`config.mk`:
```
export PLATFORM = sky130hd
export DESIGN_NAME = seq_detect_ctrl
export DESIGN_NICKNAME = d
export VERILOG_FILES = /design/src/rtl/seq_detect_ctrl.sv
export SDC_FILE = /design/constraint.sdc
export NUM_CORES = 1
export LEC_CHECK = 0
export CORE_MARGIN = 5
export CORE_UTILIZATION = 48
export DETAILED_ROUTE_END_ITERATION = 6
export PLACE_DENSITY = 0.8
export SYNTH_ARGS = -nofsm -noshare
export SYNTH_HDL_FRONTEND = slang
export SYNTH_SLANG_ARGS = --single-unit
```
`constraint.sdc`:
```
create_clock -name clk -period 2.06 [get_ports clk]
set_input_delay 0.309 -clock clk [delete_from_list [all_inputs] [get_ports clk]]
set_output_delay 0.309 -clock clk [all_outputs]
set_load 0.005 [all_outputs]
```
`src/rtl/seq_detect_ctrl.sv`:
```
// Run control for a programmable serial pattern detector.
// Optional idle timeout enabled by defining SEQ_TIMEOUT_EN.
module seq_detect_ctrl #(
    parameter int PAT_W   = 4,
    parameter int CNT_W   = 8,
    parameter int TMO_CYC = 16
) (
    input  logic             clk,
    input  logic             rst,
    input  logic             cfg_valid,
    output logic             cfg_ready,
    input  logic [PAT_W-1:0] cfg_pattern,
    input  logic [CNT_W-1:0] cfg_target,
    input  logic             cfg_overlap,
    input  logic             start,
    input  logic             abort,
    input  logic             bit_valid,
    input  logic             bit_in,
    output logic             busy,
    output logic             match,
    output logic [CNT_W-1:0] match_count,
    output logic             done,
    output logic             timeout
);

    localparam int FW = $clog2(PAT_W + 1);
    localparam logic [FW-1:0] FILL_MAX = FW'(PAT_W);

    typedef enum logic [1:0] {
        S_IDLE,
        S_RUN,
        S_DONE
    } state_t;

    state_t           state_q, state_d;
    logic [PAT_W-1:0] pat_q, pat_d;
    logic [CNT_W-1:0] tgt_q, tgt_d;
    logic             ovl_q, ovl_d;
    logic [PAT_W-1:0] hist_q, hist_d;
    logic [FW-1:0]    fill_q, fill_d;
    logic [CNT_W-1:0] cnt_q, cnt_d;
    logic             match_q, match_d;

    logic [PAT_W-1:0] hist_sh;
    logic [FW-1:0]    fill_inc;
    logic [CNT_W-1:0] cnt_inc;
    logic             hit;
    logic             run_go;

    assign hist_sh  = {hist_q[PAT_W-2:0], bit_in};
    assign fill_inc = (fill_q == FILL_MAX) ? fill_q : fill_q + FW'(1);
    assign cnt_inc  = (&cnt_q) ? cnt_q : cnt_q + CNT_W'(1);
    assign hit      = (fill_inc == FILL_MAX) && (hist_sh == pat_q);
    // a simultaneous config offer takes precedence over start
    assign run_go   = start && !cfg_valid && !abort;

`ifdef SEQ_TIMEOUT_EN
    localparam int TW = $clog2(TMO_CYC + 1);
    logic [TW-1:0] tmo_q, tmo_d;
    logic [TW-1:0] tmo_inc;
    logic          tof_q, tof_d;
    assign tmo_inc = tmo_q + TW'(1);
`endif

    always_comb begin
        state_d = state_q;
        pat_d   = pat_q;
        tgt_d   = tgt_q;
        ovl_d   = ovl_q;
        hist_d  = hist_q;
        fill_d  = fill_q;
        cnt_d   = cnt_q;
        match_d = 1'b0;
`ifdef SEQ_TIMEOUT_EN
        tmo_d   = tmo_q;
        tof_d   = tof_q;
`endif
        if (cfg_valid && state_q != S_RUN) begin
            pat_d = cfg_pattern;
            tgt_d = cfg_target;
            ovl_d = cfg_overlap;
        end
        unique case (state_q)
            S_IDLE, S_DONE: begin
                if (abort) begin
                    state_d = S_IDLE;
`ifdef SEQ_TIMEOUT_EN
                    tof_d   = 1'b0;
`endif
                end else if (run_go) begin
                    state_d = S_RUN;
                    cnt_d   = '0;
                    hist_d  = '0;
                    fill_d  = '0;
`ifdef SEQ_TIMEOUT_EN
                    tmo_d   = '0;
                    tof_d   = 1'b0;
`endif
                end
            end
            S_RUN: begin
                if (abort) begin
                    state_d = S_IDLE;
                end else if (bit_valid) begin
                    hist_d = hist_sh;
                    fill_d = fill_inc;
`ifdef SEQ_TIMEOUT_EN
                    tmo_d  = '0;
`endif
                    if (hit) begin
                        match_d = 1'b1;
                        cnt_d   = cnt_inc;
                        if (!ovl_q) fill_d = '0;
                        if (tgt_q != '0 && cnt_inc == tgt_q)
                            state_d = S_DONE;
                    end
                end else begin
`ifdef SEQ_TIMEOUT_EN
                    tmo_d = tmo_inc;
                    if (tmo_inc == TW'(TMO_CYC)) begin
                        state_d = S_DONE;
                        tof_d   = 1'b1;
                    end
`endif
                end
            end
            default: state_d = S_IDLE;
        endcase
    end

    always_ff @(posedge clk or negedge rst) begin
        if (!rst) begin
            state_q <= S_IDLE;
            pat_q   <= '0;
            tgt_q   <= '0;
            ovl_q   <= 1'b1;
            hist_q  <= '0;
            fill_q  <= '0;
            cnt_q   <= '0;
            match_q <= 1'b0;
        end else begin
            state_q <= state_d;
            pat_q   <= pat_d;
            tgt_q   <= tgt_d;
            ovl_q   <= ovl_d;
            hist_q  <= hist_d;
            fill_q  <= fill_d;
            cnt_q   <= cnt_d;
            match_q <= match_d;
        end
    end

`ifdef SEQ_TIMEOUT_EN
    always_ff @(posedge clk or negedge rst) begin
        if (!rst) begin
            tmo_q <= '0;
            tof_q <= 1'b0;
        end else begin
            tmo_q <= tmo_d;
            tof_q <= tof_d;
        end
    end
    assign timeout = tof_q;
`else
    logic unused_tmo;
    assign unused_tmo = (TMO_CYC > 0);
    assign timeout    = 1'b0;
`endif

    assign cfg_ready   = (state_q != S_RUN);
    assign busy        = (state_q == S_RUN);
    assign done        = (state_q == S_DONE);
    assign match       = match_q;
    assign match_count = cnt_q;

endmodule

```
==> results.md <==
* Run status: finished, final reports clean
* PortBufs at 31
* Flop pwr share at 0.388
* CP arrival at 2210 ps
* All-Layer GR Usage at 0.188
* HP Class: in -> async
* Power share of the clock group at 0.411
* CTS tree: built
* Syn_nets at 220
* Vias at 1744
* Top-area cell type share of the netlist area at 0.373
* Commonest non-fill, non-tap cell in the layout: clkdlybuf4s50_1
* Synth async-reset ratio at 1.00
* Fin crit share at 0.966
* Initial antenna violation count at 0
* R2r endpoint: fill_q[2]
* Core ar. at 3970 sq um
* DRT iter0 DRCs at 150
* First-pass GRT wire length at 7870 um
* Dpl hpwl at 3500 um
* Total grt overflow at 0
* CP Max Fanout at 3
* Cts bufs inserted at 5
* Critical Path Start: fill_q[1]
* FF-to-FF Start: fill_q[1]
* End point of the critical path: fill_q[2]
* Number of global-route vias before repair at 1662
* Max Freq at 502 MHz
* Fin Setup TNS at 0 ps
* EDFF count, synth at 0
* Die W at 73.6 um
* FF+latch count, synth at 30
* Gate power share at 0.201
* Metal3 WL at 356 um
* Post-CTS Hold Buffers at 0
* Fill count at 298
* Mapped Area at 1940 sq um
* Drt pass-1 iters at 4
* Die height at 73.6 um
* Power, Total at 1.80 mW
* Non-filler cells, final at 305
* Pint at 1.36 mW
* Fin worst setup slack at 69.2 ps
* Setup violators final at 0
* Crit path kind: reg -> reg
* Synth area leaders: dfrtp_1 37%, mux2_2 7.5%, nand2_1 3.3%, o21ai_0 3.1%, buf_6 2.9%
* M1 WL at 2080 um
* Cell Area, Placed at 2460 sq um
* Clk Latency, worst-skew pair at 290 ps
* Maxcap violations at 0
* Final Hold Vio Count at 0
* Cell count after placement at 298
* Leakage dissipation at 1.11 nW
* Area of the multi-input gates at 1230 sq um
* Dominant cell type by area after synthesis: dfrtp_1
* Synthesized instance count at 197
* CP endpoint kind: register
* Row count at 23
* Design area at 2740 sq um
* Fin crit period at 1990 ps
* Netlist cell types at 63
* IO Count at 33
* Clock Pin Slew Worst Setup and Hold Paths at 70 ps
* Syn. warnings at 0
* # DRC at 0
* Seq/Total Area, Yosys at 0.387
* H-Tree Depth at 2
* Top Metal Used: met4
* Commonest cells after routing, fill and taps aside: 31 x clkdlybuf4s50_1, 29 x buf_4, 28 x dfrtp_1
* Pins Over Slew Limit at 0
* Vias per cell at 5.72
* R2r setup slk at 70 ps
* Antenna cells at 0
* Largest net degree at the start of global routing at 31
* Pwr dens at 658 nW/um^2
* CP Launch Type: register
* Starting Density at 0.489
* Routability Congestion at 0.864
* Switching power at 440 uW
* Synth Flop Type: dfrtp_1
* Routed WL at 4870 um
* Layout cell share with drive strength beyond 1 at 0.353
* Die area at 5420 sq um
* Clk_skew at 7.11 ps
* R2R depth at 10
* RSZ-0062 raised after global routing: yes
* Clk buf depth at 2
* Dpl ws at -150 ps
* Nets at 277
* TritonCTS Sinks at 30
* WL/cell at 16.0 um
* Routed Antenna Nets at 0
* Metal2 WL at 2310 um
* Sw Share at 0.244
* Area growth, synth to finish at 40.9%
* Max VDD drop at 0.000518 V
* Root Buffer Master: clkbuf_8
* Worst EP required at 2280 ps
* Post-Syn Area per Cell at 9.86 sq um
* FF/Latch Area at 753 sq um
[flip-flops by register name, indices dropped and copies added (netlist names)]
register and flops:
match_count 8, pat_q 4, state_q 2, tgt_q 8
fill_q 3, hist_q 3, match 1, ovl_q 1
[cells in the mapped netlist, types with 2 or more instances]
cell / number
ha_1: 3
and3_1: 5
mux2_2: 13
nor2b_1: 4
o21ai_0: 12
nand3_1: 5
o41ai_1: 2
nand4_1: 2
o21a_1: 2
a31oi_1: 7
buf_2: 2
a21oi_2: 2
o211ai_1: 2
o31ai_1: 2
o22a_1: 4
xor2_1: 6
nand3_2: 2
a211oi_1: 2
nand2_1: 17
nor4_1: 3
a21oi_1: 4
buf_6: 5
xnor2_1: 2
nor3_1: 3
buf_4: 2
o211a_1: 2
nor4b_1: 2
nor2_1: 13
dfrtp_1: 29
inv_1: 5
[worst min-delay path by stage]
stage                   start        endpoint  slack, ps  cells past startpoint
floorplan                 rst       fill_q[0]         10                      0
global placement    hist_q[2]       hist_q[2]        480                      2
detailed placement  hist_q[2]       hist_q[2]        500                      2
CTS                       rst       hist_q[2]        420                      2
global route              rst       hist_q[2]        450                      2
finish                    rst  match_count[0]        410                      2
[worst max-delay path, stage by stage (launching register included)]
cell and delay (ps):
dfrtp_1 370, inv_2 60, ha_4 280, nor4b_2 50, o21a_1 200, buf_4 140, o21a_4 200, buf_4 150
nor2b_2 160, o31a_1 230, nor2_1 90
[power groups by stage]
stage | registers (mW) | logic, mW | clock network (mW)
2_1_floorplan | 0.696 | 0.186 | 0
3_3_place_gp | 0.703 | 0.306 | 0
3_5_place_dp | 0.706 | 0.312 | 0
4_1_cts | 0.697 | 0.346 | 0.749
5_1_grt | 0.708 | 0.392 | 0.779
6_report | 0.699 | 0.362 | 0.740
[metrics by stage]
stage | util | hold WS [ps]
4_1_cts | 0.667 | 416
6_report | 0.689 | 409
3_3_place_gp | 0.618 | 483
2_1_floorplan | - | 13.4
5_1_grt | 0.689 | 453
3_5_place_dp | 0.618 | 497
[metal layers]
layer / GRT usage / vias up
met2: 0.303 / 66
met1: 0.240 / 822
li1: - / 844
met3: 0.0479 / 12
met4: 0.0765 / 0
met5: 0 / -
[timing repair]
item	in CTS	in global routing
pin swaps	7	14
cloned	0	0
buffers inserted	1	0
resized for setup	12	15
setup endpoints to repair	10	11
[cell type report]
class | count | area share
Multi-Input combinational cell | 151 | 0.449
Sequential cell | 30 | 0.275
Timing Repair Buffer | 60 | 0.193
Clock buffer | 6 | 0.0302
Tap cell | 50 | 0.0229
Clock inverter | 2 | 0.0219
Inverter | 6 | 0.00823
[cells by family after synthesis]
kind of cell,Yosys count,share of synthesized area
XOR/XNOR,8,0.0361
other,1,0.00193
AND/OR/NAND/NOR,71,0.215
flip-flops,30,0.387
AO/OA/AOI/OAI,54,0.205
multiplexers,14,0.0805
adder cells (fa/ha/maj),3,0.0193
buffers and inverters,16,0.0554
(Power assumes the default switching activity.)
